--- config.mk ---
export PLATFORM = sky130hd
export DESIGN_NAME = display_timing_gen
export DESIGN_NICKNAME = d
export VERILOG_FILES = /design/src/rtl/dtc_pkg.sv /design/src/rtl/dtc_axis_counter.sv /design/src/rtl/display_timing_gen.sv
export SDC_FILE = /design/constraint.sdc
export NUM_CORES = 1
export LEC_CHECK = 0
export BUFFER_PORTS_ARGS = -buffer_cell sky130_fd_sc_hd__clkbuf_2
export CORE_ASPECT_RATIO = 0.9
export CORE_MARGIN = 1
export CORE_UTILIZATION = 55
export DETAILED_ROUTE_END_ITERATION = 8
export PLACE_DENSITY_LB_ADDON = 0.3
export SYNTH_ARGS = -nofsm -noshare
export SYNTH_HDL_FRONTEND = slang
export SYNTH_SLANG_ARGS = --single-unit
--- constraint.sdc ---
create_clock -name clk -period 5.4 [get_ports clk]
set_clock_uncertainty 0.2 [all_clocks]
set_input_delay 0 -clock clk [delete_from_list [all_inputs] [get_ports clk]]
set_output_delay 0 -clock clk [all_outputs]
set_load 0.1 [all_outputs]
--- src/rtl/dtc_pkg.sv ---
// Shared types, stock raster geometries and helpers for the display timing generator.
package dtc_pkg;

    typedef enum logic [2:0] {
        SYNC, BACK_PORCH, BORDER_LO, ADDRESSABLE, BORDER_HI, FRONT_PORCH
    } dtc_region_e;

    typedef struct packed {
        int unsigned sync;
        int unsigned bp;
        int unsigned b0;
        int unsigned act;
        int unsigned b1;
        int unsigned fp;
    } dtc_axis_t;

    typedef struct packed {
        dtc_axis_t h;
        dtc_axis_t v;
    } dtc_timing_t;

    localparam dtc_timing_t VGA_640X480_60 = '{
        h: '{sync: 96,  bp: 40, b0: 8, act: 640, b1: 8, fp: 8},
        v: '{sync: 2,   bp: 25, b0: 8, act: 480, b1: 8, fp: 2}
    };

    localparam dtc_timing_t SVGA_800X600_60 = '{
        h: '{sync: 128, bp: 88, b0: 0, act: 800, b1: 0, fp: 40},
        v: '{sync: 4,   bp: 23, b0: 0, act: 600, b1: 0, fp: 1}
    };

    function automatic int total(input int sync, input int bp, input int b0,
                                 input int act, input int b1, input int fp);
        return sync + bp + b0 + act + b1 + fp;
    endfunction

endpackage

--- src/rtl/dtc_axis_counter.sv ---
// ce-gated wrapping counter 0..TC-1; exposes the next-state value so callers can register from it.
module dtc_axis_counter
    import dtc_pkg::*;
#(
    parameter int W  = 11,
    parameter int TC = 800
) (
    input  logic         clk,
    input  logic         rst,
    input  logic         ce,
    output logic [W-1:0] cnt_nxt,
    output logic         wrap
);

    localparam logic [W-1:0] LAST = W'(TC - 1);

    logic [W-1:0] cnt;

    assign wrap = ce && (cnt == LAST);

    always_comb begin
        cnt_nxt = cnt;
        if (ce) cnt_nxt = wrap ? '0 : cnt + 1'b1;
    end

    always_ff @(posedge clk or negedge rst) begin
        if (!rst) cnt <= '0;
        else      cnt <= cnt_nxt;
    end

endmodule

--- src/rtl/display_timing_gen.sv ---
// Parametrised raster timing generator: syncs, blank/border, look-ahead x/y and line/frame strobes.
// Define DTC_FRAME_CTR_EN to add the 16-bit frame_cnt output.
module display_timing_gen
    import dtc_pkg::*;
#(
    parameter int CW     = 11,
    parameter int H_SYNC = VGA_640X480_60.h.sync,
    parameter int H_BP   = VGA_640X480_60.h.bp,
    parameter int H_LB   = VGA_640X480_60.h.b0,
    parameter int H_ACT  = VGA_640X480_60.h.act,
    parameter int H_RB   = VGA_640X480_60.h.b1,
    parameter int H_FP   = VGA_640X480_60.h.fp,
    parameter int V_SYNC = VGA_640X480_60.v.sync,
    parameter int V_BP   = VGA_640X480_60.v.bp,
    parameter int V_TB   = VGA_640X480_60.v.b0,
    parameter int V_ACT  = VGA_640X480_60.v.act,
    parameter int V_BB   = VGA_640X480_60.v.b1,
    parameter int V_FP   = VGA_640X480_60.v.fp,
    parameter bit HS_POL = 1'b0,
    parameter bit VS_POL = 1'b0,
    parameter int LAT    = 1
) (
    input  logic          clk,
    input  logic          rst,
    input  logic          ce,
    output logic          hs,
    output logic          vs,
    output logic          blank,
    output logic          border,
    output logic          active_video_area,
    output logic [CW-1:0] x,
    output logic [CW-1:0] y,
    output logic          line_start,
    output logic          frame_start
`ifdef DTC_FRAME_CTR_EN
    ,
    output logic [15:0]   frame_cnt
`endif
);

    localparam int H_TOTAL = total(H_SYNC, H_BP, H_LB, H_ACT, H_RB, H_FP);
    localparam int V_TOTAL = total(V_SYNC, V_BP, V_TB, V_ACT, V_BB, V_FP);
    localparam int H_AS    = H_SYNC + H_BP + H_LB;
    localparam int V_AS    = V_SYNC + V_BP + V_TB;

    if (H_TOTAL > (1 << CW) || V_TOTAL > (1 << CW)) begin : g_chk_size
        $error("display_timing_gen: raster totals do not fit in CW bits");
    end
    if (LAT < 0 || LAT > 4 || LAT >= H_AS) begin : g_chk_lat
        $error("display_timing_gen: LAT must be 0..4 and below H_AS");
    end

    // One spare bit so bounds equal to 2^CW and h+LAT never overflow.
    typedef logic [CW:0]   ext_t;
    typedef logic [CW-1:0] cnt_t;

    localparam ext_t HT_C   = ext_t'(H_TOTAL);
    localparam ext_t VT_C   = ext_t'(V_TOTAL);
    localparam ext_t HSY_C  = ext_t'(H_SYNC);
    localparam ext_t VSY_C  = ext_t'(V_SYNC);
    localparam ext_t HBL_C  = ext_t'(H_SYNC + H_BP);
    localparam ext_t HBH_C  = ext_t'(H_TOTAL - H_FP);
    localparam ext_t VBL_C  = ext_t'(V_SYNC + V_BP);
    localparam ext_t VBH_C  = ext_t'(V_TOTAL - V_FP);
    localparam ext_t HAS_C  = ext_t'(H_AS);
    localparam ext_t HAE_C  = ext_t'(H_AS + H_ACT);
    localparam ext_t VAS_C  = ext_t'(V_AS);
    localparam ext_t VAE_C  = ext_t'(V_AS + V_ACT);
    localparam ext_t LAT_C  = ext_t'(LAT);

    cnt_t hn, vn;
    logic h_wrap, v_wrap;

    dtc_axis_counter #(.W(CW), .TC(H_TOTAL)) u_hcnt (
        .clk(clk), .rst(rst), .ce(ce), .cnt_nxt(hn), .wrap(h_wrap)
    );

    dtc_axis_counter #(.W(CW), .TC(V_TOTAL)) u_vcnt (
        .clk(clk), .rst(rst), .ce(h_wrap), .cnt_nxt(vn), .wrap(v_wrap)
    );

    ext_t he, ve, hl_sum, hl, vl;
    logic blank_n, addr_n, act_n;

    always_comb begin
        he     = {1'b0, hn};
        ve     = {1'b0, vn};
        hl_sum = he + LAT_C;
        hl     = hl_sum;
        vl     = ve;
        // Look-ahead past end of line lands on the following line (and frame).
        if (hl_sum >= HT_C) begin
            hl = hl_sum - HT_C;
            vl = (ve == VT_C - 1'b1) ? '0 : ve + 1'b1;
        end
        blank_n = !(he >= HBL_C && he < HBH_C && ve >= VBL_C && ve < VBH_C);
        addr_n  = he >= HAS_C && he < HAE_C && ve >= VAS_C && ve < VAE_C;
        act_n   = hl >= HAS_C && hl < HAE_C && vl >= VAS_C && vl < VAE_C;
    end

    always_ff @(posedge clk or negedge rst) begin
        if (!rst) begin
            hs                <= HS_POL;
            vs                <= VS_POL;
            blank             <= 1'b1;
            border            <= 1'b0;
            active_video_area <= 1'b0;
            x                 <= '0;
            y                 <= '0;
            line_start        <= 1'b0;
            frame_start       <= 1'b0;
        end else if (ce) begin
            hs                <= (he < HSY_C) ? HS_POL : !HS_POL;
            vs                <= (ve < VSY_C) ? VS_POL : !VS_POL;
            blank             <= blank_n;
            border            <= !blank_n && !addr_n;
            active_video_area <= act_n;
            x                 <= act_n ? cnt_t'(hl - HAS_C) : '0;
            y                 <= act_n ? cnt_t'(vl - VAS_C) : '0;
            // A wrap this cycle means the next position is h=0 (and v=0).
            line_start        <= h_wrap;
            frame_start       <= v_wrap;
        end
    end

`ifdef DTC_FRAME_CTR_EN
    always_ff @(posedge clk or negedge rst) begin
        if (!rst)              frame_cnt <= '0;
        else if (ce && v_wrap) frame_cnt <= frame_cnt + 1'b1;
    end
`endif

endmodule
==> results of run 1 <==
-- cell type report --
cell class              instances  area [um2]  share of cell area
clock buffers                   8       100.1             0.02135
inverters                      52       200.2             0.04270
multi-input cells             386        2605              0.5556
flip-flops and latches         51        1277              0.2725
well taps                      93       116.4             0.02482
repair buffers                 61       389.1             0.08300
-- sequential cells by signal (all words and copies together), names as in the netlist --
signal	count
u_hcnt.cnt	11
u_vcnt.cnt	11
x	11
y	11
active_video_area	1
blank	1
border	1
frame_start	1
hs	1
line_start	1
vs	1
-- worst max path at each step --
stage,start,slack (ps),cells past startpoint,end
2_1_floorplan,u_hcnt.cnt[5],70,24,y[9]
3_3_place_gp,u_hcnt.cnt[10],270,18,y[7]
3_5_place_dp,u_hcnt.cnt[10],140,18,y[5]
4_1_cts,u_hcnt.cnt[10],100,18,y[5]
5_1_grt,u_hcnt.cnt[10],-6,21,y[5]
6_report,u_hcnt.cnt[10],290,21,y[5]
-- power groups by stage --
stage	Combinational, mW	Sequential [mW]	Clock (mW)
2_1_floorplan	0.399	0.964	0
3_3_place_gp	1.03	0.512	0
5_1_grt	1.12	0.517	0.263
3_5_place_dp	1.04	0.516	0
6_report	1.06	0.508	0.241
4_1_cts	1.04	0.509	0.248
-- metrics by stage --
stage	setup slack, ps	hold WS (ps)
after floorplan	65.87	-495.6
after global placement	273.4	-57.99
after detailed placement	144.0	-43.64
after CTS	98.02	166.6
after global routing	-6.434	215.9
final	293.5	132.0
-- Yosys cell counts, types with 8 or more instances --
cell type	n
o21ai_1	8
o22ai_1	22
nor3_1	8
nor4_1	11
buf_2	13
clkbuf_1	12
xnor2_1	17
nand4_1	12
inv_1	50
a21oi_1	19
ha_1	9
nor2_1	35
o21ai_0	23
dfrtp_1	50
nand2_1	39
nand3_1	25
a31oi_1	10
o211ai_1	8
-- repair_timing --
action                                 CTS  global route
hold buffers                             2             0
buffers inserted                         0             0
endpoints found under the hold margin   56             0
setup endpoints to repair                0            22
resized for setup                        0            10
-- worst max-delay path, cell delays in order, from the launching register on --
cell and delay (ps):
dfrtp_1 400, or4b_1 590, nor3_4 290, nor2_1 90, a21o_1 200, ha_1 220
nand4b_1 110, o21ai_2 100, o21ai_1 200, nor3_2 130, mux2i_2 340, o21ai_4 140
buf_4 200, nand3_1 80, o21ai_0 90, ha_1 250, a31oi_1 190, nand4_1 220
nor4_2 330, o2111ai_2 140, buf_6 200, o32ai_1 290
-- layer usage --
metal,up-vias,wire [um],part of all wire
met5,-,0,0
met4,0,206,0.018
met3,19,875,0.076
met2,219,4948,0.43
met1,1988,5427,0.47
li1,1997,-,-
-- kinds of logic after synthesis --
kind of cell | Yosys count | share of synthesized area
multiplexers | 5 | 0.01287
adder cells (fa/ha/maj) | 9 | 0.02694
buffers and inverters | 81 | 0.08410
flip-flops | 51 | 0.3056
AO/OA/AOI/OAI | 160 | 0.2724
XOR/XNOR | 24 | 0.05028
AND/OR/NAND/NOR | 187 | 0.2478
==> flow_summary.json, run 1 <==
{
  "dp_hpwl_um": 8692,
  "syn2layout_area_growth_pct": 12.15,
  "cts_sinks": 51,
  "design_area_um2": 4688,
  "syn-cell-area_um2": 4180,
  "syn-num-nets": 529,
  "drtIter0Drc": 460,
  "grt_pass1_wl_um": 18880,
  "p_leak_nw": 2.055,
  "grt_util_met2": 0.4340,
  "port_buffers": 31,
  "use_met3": 0.05163,
  "antenna_found_initial": 0,
  "ir_drop_uv": 389.1,
  "viasPerCell": 6.487,
  "post-route-min-period_ps": 5107,
  "drc": 0,
  "status": "finished clean",
  "synth_cell_types": 78,
  "yosys_warnings": 0,
  "pwr-share-clk": 0.134,
  "hold_class": "in2async",
  "switching_share": 0.5330,
  "ys_ff_latch": 51,
  "drive_above_1_share": 0.1846,
  "path_max_fanout": 22,
  "synth_edf_count": 0,
  "clkTransAtPathRegs_ps": 90,
  "synth_top_area_share": 0.2993,
  "yosys_most_used_dff": "dfrtp_1",
  "seq_power_share": 0.281,
  "ioPinCount": 32,
  "htree_num_levels": 2,
  "die_height_um": 84.71,
  "cp.required_ps": 5400,
  "nFillCells": 613,
  "r2r_cells": 21,
  "initial_core_util": 0.5819,
  "final_cell_mix": "inv_1, dfrtp_1, nand2_1",
  "r2r_slack_ps": 290,
  "avgSynthCellArea_um2": 8.086,
  "period_share": 0.9456,
  "clock_path_buffers": 2,
  "worst_pin_slew_ps": 708.9,
  "synthArstFlopShare": 1.000,
  "diodes": 0,
  "powerDensity_nw_per_um2": 385.1,
  "finalMaxSlewViolations": 0,
  "fin_setup_tns_ps": 0,
  "max_clock_freq_mhz": 195.8,
  "endpoint_kind": "flop",
  "core.rowCount": 29,
  "maxSlewHeadroom": 0.5274,
  "busiest_layer": "met1",
  "seq_area_frac_synth": 0.3056,
  "grt_pass1_vias": 3831,
  "yosys.area.top_type": "dfrtp_1",
  "intPower_mw": 0.8432,
  "place_congestion": 0.9845,
  "timing.rr.start": "u_hcnt.cnt[10]",
  "track_usage": 0.3004,
  "p_comb_frac": 0.585,
  "num_vias": 4223,
  "path_class": "reg2reg",
  "die_area_um2": 7953,
  "setup_violations": 0,
  "synthTopCellsByArea": "dfrtp_1, inv_1, xnor2_1, nand2_1, o22ai_1",
  "grt.overflow.total": 0,
  "cts_inserted_buffers": 5,
  "insertion_delay_ps": 300,
  "ant_nets": 0,
  "power.total_mw": 1.806,
  "totalWireLength_um": 11460,
  "worstReg2RegEnd": "y[5]",
  "p_sw_mw": 0.9624,
  "fp.dieW_um": 93.90,
  "max_cap_viol_count": 0,
  "wl_per_cell_um": 17.60,
  "nets": 569,
  "worstPathArrival_ps": 5100,
  "grt_max_degree": 52,
  "cp-start-kind": "flop",
  "fp.coreArea_um2": 7184,
  "final_util": 0.6526,
  "hold_viol_final": 0,
  "tritoncts": "built",
  "first_pass_iters": 5,
  "placed_cells": 640,
  "clockRootBuffer": "clkbuf_8",
  "syn_inst": 517,
  "met1_usage": 0.4584,
  "placed_area_um2": 4528,
  "stdcell_count": 651
}
(Power assumes the default switching activity.)
==> run 2: changes to the inputs <==
--- a/config.mk
+++ b/config.mk
@@ -5,6 +5,7 @@
 export SDC_FILE = /design/constraint.sdc
 export NUM_CORES = 1
 export LEC_CHECK = 0
+export ABC_AREA = 1
 export BUFFER_PORTS_ARGS = -buffer_cell sky130_fd_sc_hd__clkbuf_2
 export CORE_ASPECT_RATIO = 0.9
 export CORE_MARGIN = 1
==> run 2 against run 1 <==
Sequential power is 11% higher. Cell count is 18% higher. Area after synthesis up 3.1%. Critical path type unchanged. Largest power group unchanged. Highest routed layer unchanged.
==> flow_summary.json, run 2 <==
{
  "avgSynthCellArea_um2": 6.723,
  "synthArstFlopShare": 1.000,
  "max_clock_freq_mhz": 205.2,
  "p_leak_nw": 2.437,
  "ir_drop_uv": 501.3,
  "final_cell_mix": "nand2_1, inv_1, nor2_1",
  "initial_core_util": 0.5683,
  "fp.dieW_um": 95.30,
  "cp_slowest_stage_delay_ps": 440,
  "cts_inserted_buffers": 5,
  "status": "finished clean",
  "worstPathArrival_ps": 4870,
  "port_buffers": 31,
  "design_area_um2": 4721,
  "fp.coreArea_um2": 7582,
  "route.met2.wl_um": 4412,
  "htree_num_levels": 2,
  "viasPerCell": 5.301,
  "totalWireLength_um": 9867,
  "insertion_delay_ps": 310,
  "wl_met1_um": 4795,
  "hold_viol_final": 0,
  "crit_slowest_cell": "dfrtp_1",
  "wl_met3_um": 536,
  "first_pass_iters": 5,
  "nets": 685,
  "top_layer": "met4",
  "setup_violations": 0,
  "drive_above_1_share": 0.1899,
  "max_cap_viol_count": 0,
  "ant_nets": 0,
  "synth_xor_area_frac": 0.04472,
  "ioPinCount": 32,
  "cp-start-kind": "flop",
  "hold_class": "in2async",
  "clock_path_buffers": 2,
  "die_area_um2": 8193,
  "ys_ff_latch": 51,
  "grt.overflow.total": 0,
  "power.total_mw": 2.572,
  "period_share": 0.9026,
  "path_max_fanout": 18,
  "synth_fa_ha_area_frac": 0.02613,
  "synth_edf_count": 0,
  "synth_compound_area_frac": 0.06243,
  "powerDensity_nw_per_um2": 544.7,
  "synth_top_family_by_area": "simple AND/OR/NAND/NOR gates",
  "seq_area_frac_synth": 0.2965,
  "synthTopCellsByArea": "dfrtp_1, nand2_1, inv_1, nand3_1, nand3_2",
  "syn-num-nets": 653,
  "final_util": 0.6226,
  "whs_ps": 127.6,
  "synth_top_area_share": 0.2904,
  "place_ws_ps": 90.32,
  "syn2layout_area_growth_pct": 9.553,
  "antenna_found_initial": 0,
  "placed_area_um2": 4493,
  "yosys.area.top_type": "dfrtp_1",
  "fin_ws_ps": 526.0,
  "finalMaxSlewViolations": 0,
  "worst_pin_slew_ps": 690.0,
  "syn_inst": 641,
  "syn-cell-area_um2": 4309,
  "drtIter0Drc": 248,
  "path_class": "reg2reg",
  "yosys_warnings": 0,
  "clockRootBuffer": "clkbuf_8",
  "num_vias": 4082,
  "die_height_um": 85.97,
  "track_usage": 0.2579,
  "synth_cell_types": 40,
  "cp.required_ps": 5400,
  "core.rowCount": 30,
  "grt_pass1_vias": 3742,
  "drc": 0,
  "endpoint_kind": "flop",
  "yosys_most_used_dff": "dfrtp_1",
  "maxSlewHeadroom": 0.5385,
  "post-route-min-period_ps": 4874,
  "synth_mux_area_frac": 0,
  "grt_pass1_wl_um": 17060,
  "synthMostInstantiatedCell": "nand2_1",
  "mostFrequentLayoutCell": "nand2_1",
  "place_congestion": 0.8822,
  "synth_simple_gate_area_frac": 0.4713,
  "cts_sinks": 51,
  "tritoncts": "built",
  "grt_max_degree": 52,
  "synthTopCellsByCount": "nand2_1, inv_1, nor2_1",
  "diodes": 0,
  "wl_per_cell_um": 12.81,
  "clkTransAtPathRegs_ps": 100,
  "crit_top_cell": "nand2_1",
  "dp_hpwl_um": 7238
}
[run 2: repair_timing]
| item | 4_1_cts | 5_1_grt |
|---|---|---|
| hold buffers | 2 | 0 |
| gates resized for setup | 0 | 4 |
| endpoints found under the hold margin | 52 | 0 |
| setup endpoints to repair | 0 | 22 |
| setup buffers | 0 | 2 |
[run 2: critical path: cells and delay by family, from the launching register on]
| kind | cells | cell delay, ps |
|---|---|---|
| xor gates and xnor gates | 1 | 230 |
| and+or+nand+nor | 19 | 2270 |
| DFF | 1 | 440 |
| AOI/OAI and AO/OA | 2 | 600 |
| adders and majority gates | 3 | 670 |
| buffers and inverters | 4 | 330 |
[run 2: worst paths after layout]
path,start,end,slack [ps],depth (start not counted)
min,rst,u_hcnt.cnt[1],130,3
max,u_hcnt.cnt[0],y[0],530,29
min in group clk,y[4],y[4],290,2
max in group asynchronous,rst,y[0],4430,3
min reg2reg,y[4],y[4],290,2
max reg2reg,u_hcnt.cnt[0],y[0],530,29
[run 2: cell families after synthesis]
group | count (synthesis)
simple gates | 419
buf+inv | 97
flops | 51
compound gates | 43
xor+xnor | 22
fa+ha+maj | 9
[run 2: per-layer routing]
| layer | track usage | vias up |
|---|---|---|
| li1 | - | 2092 |
| met1 | 0.3701 | 1854 |
| met2 | 0.4156 | 124 |
| met3 | 0.03369 | 12 |
| met4 | 0.04959 | 0 |
| met5 | 0 | - |
[run 2: cell type report]
type	count	area, um2
clock inverter	3	67.56
multi-input combinational	495	2636
timing repair buffer	39	245.2
clock buffer	5	68.82
tap	96	120.1
sequential	51	1277
inverter	81	305.3
fill	702	2861
[run 2: stage by stage]
step	instances	TNS [ps]
detailed placement	756	0
global placement	756	0
global route	770	-14.92
CTS	766	0
finish	770	0
floorplan	641	0
[run 2: where the power goes]
group,internal (mW),switching (mW)
Clock,0.185,0.135
Combinational,0.429,1.26
Sequential,0.487,0.0769
==> run 3: changes to the inputs <==
--- a/config.mk
+++ b/config.mk
@@ -12,6 +12,7 @@
 export CORE_UTILIZATION = 55
 export DETAILED_ROUTE_END_ITERATION = 8
 export PLACE_DENSITY_LB_ADDON = 0.3
+export REMOVE_ABC_BUFFERS = 1
 export SYNTH_ARGS = -nofsm -noshare
 export SYNTH_HDL_FRONTEND = slang
 export SYNTH_SLANG_ARGS = --single-unit
==> run 3 against run 2 <==
Setup slack gained 32 ps. Cell count grew 0.13%. Sequential cell count is the same. Clock power shrank 8.4%. Final area shrank 0.40%. Critical endpoint is now x[2]. Largest power group unchanged.
==> flow_summary.json, run 3 (same netlist as run 2, synthesis figures left out) <==
{
  "status": "finished clean",
  "place_congestion": 0.9461,
  "grt_pass1_vias": 3886,
  "cp-start-kind": "flop",
  "multi_input_area_um2": 2625,
  "cp_slowest_stage_delay_ps": 440,
  "hold_class": "in2async",
  "wl_per_cell_um": 13.35,
  "viasPerCell": 5.438,
  "grt_util_met2": 0.4513,
  "post-route-min-period_ps": 4842,
  "seqCellArea_um2": 1277,
  "num_vias": 4193,
  "grt_max_degree": 52,
  "use_met3": 0.04433,
  "seq_power_share": 0.221,
  "diodes": 0,
  "initial_core_util": 0.5683,
  "worst_pin_slew_ps": 669.8,
  "crit_slowest_cell": "dfrtp_1",
  "ant_nets": 0,
  "die_height_um": 85.97,
  "die_area_um2": 8193,
  "cts_sinks": 51,
  "clockRootBuffer": "clkbuf_8",
  "met1_usage": 0.3544,
  "track_usage": 0.2679,
  "fp.dieW_um": 95.30,
  "pwr-share-clk": 0.115,
  "rsz0062_at_grt": "no",
  "p_sw_mw": 1.488,
  "worstPathArrival_ps": 4850,
  "timing.rr.start": "u_hcnt.cnt[0]",
  "period_share": 0.8967,
  "ir_drop_uv": 480.5,
  "nets": 686,
  "crit_top_cell": "nand2_1",
  "finalMaxSlewViolations": 0,
  "path_max_fanout": 18,
  "max_clock_freq_mhz": 206.5,
  "ioPinCount": 32,
  "totalWireLength_um": 10290,
  "drive_above_1_share": 0.1881,
  "nFillCells": 668,
  "fin_setup_tns_ps": 0,
  "busiest_layer": "met2",
  "first_pass_iters": 4,
  "p_comb_frac": 0.664,
  "clkTransAtPathRegs_ps": 100,
  "setup_violations": 0,
  "intPower_mw": 1.067,
  "drc": 0,
  "hold_viol_final": 0,
  "powerDensity_nw_per_um2": 543.3,
  "dp_hpwl_um": 7444,
  "htree_num_levels": 2,
  "endpoint_kind": "flop",
  "tritoncts": "built",
  "port_buffers": 31,
  "final_cell_mix": "nand2_1, inv_1, nor2_1",
  "cp-startpoint": "u_hcnt.cnt[0]",
  "antenna_found_initial": 0,
  "insertion_delay_ps": 310,
  "grt_pass1_wl_um": 17550,
  "drtIter0Drc": 242,
  "maxSlewHeadroom": 0.5535,
  "cp.required_ps": 5400,
  "mostFrequentLayoutCell": "nand2_1",
  "core.rowCount": 30,
  "cts_inserted_buffers": 5,
  "switching_share": 0.5824,
  "p_leak_nw": 2.438,
  "max_cap_viol_count": 0,
  "fp.coreArea_um2": 7582,
  "clock_path_buffers": 2,
  "whs_ps": 126.7,
  "grt.overflow.total": 0,
  "syn2layout_area_growth_pct": 9.117,
  "path_class": "reg2reg"
}
[run 3: repair_timing]
action | in CTS | in global routing
endpoints found under the setup margin | 0 | 22
gates resized for setup | 0 | 2
hold buffers | 2 | 0
setup buffers | 0 | 2
hold endpoints to repair | 52 | 0
[run 3: path summary, 6_finish.rpt]
kind / endpoint / slack, ps / depth (start not counted)
worst max-delay path: x[2] / 560 / 29
worst min-delay path: u_vcnt.cnt[4] / 130 / 3
worst max register to register: x[2] / 560 / 29
worst min register to register: y[9] / 280 / 2
max in group asynchronous: hs / 4410 / 3
min in group clk: y[9] / 280 / 2
[run 3: critical path, delay by kind of cell (launching register included)]
kind                     cells  cell delay (ps)
adder cells (fa/ha/maj)      3              670
XOR/XNOR                     1              280
flip-flops                   1              440
AND/OR/NAND/NOR             19             2200
buffers and inverters        4              320
AO/OA/AOI/OAI                2              610
[run 3: cell type report]
cell class | instances | area share
clock inverter | 2 | 0.008249
sequential | 51 | 0.2717
tap | 96 | 0.02555
timing repair buffer | 40 | 0.05375
multi-input combinational | 495 | 0.5583
inverter | 81 | 0.06493
clock buffer | 6 | 0.01756
[run 3: routing by layer]
layer / wire length [um] / vias to the layer above
met5: 0 / -
met4: 138 / 0
met3: 451 / 18
met2: 4916 / 119
met1: 4782 / 1958
li1: - / 2098
[run 3: through the flow]
stage	std cells	setup WS, ps	utilization	power [mW]	instance area (um2)
2_1_floorplan	625	925.6	-	1.894	4188
3_3_place_gp	757	417.8	0.5936	2.132	4501
3_5_place_dp	757	194.4	0.5936	2.167	4501
4_1_cts	767	165.3	0.6122	2.470	4642
5_1_grt	771	39.10	0.6201	2.738	4702
6_report	771	558.0	0.6201	2.555	4702
[run 3: power by group through the flow]
stage / sequential, mW / combinational, mW / clock [mW]
2_1_floorplan: 1.07 / 0.820 / 0
3_3_place_gp: 0.566 / 1.57 / 0
3_5_place_dp: 0.568 / 1.60 / 0
4_1_cts: 0.563 / 1.61 / 0.299
5_1_grt: 0.579 / 1.84 / 0.316
6_report: 0.565 / 1.70 / 0.293
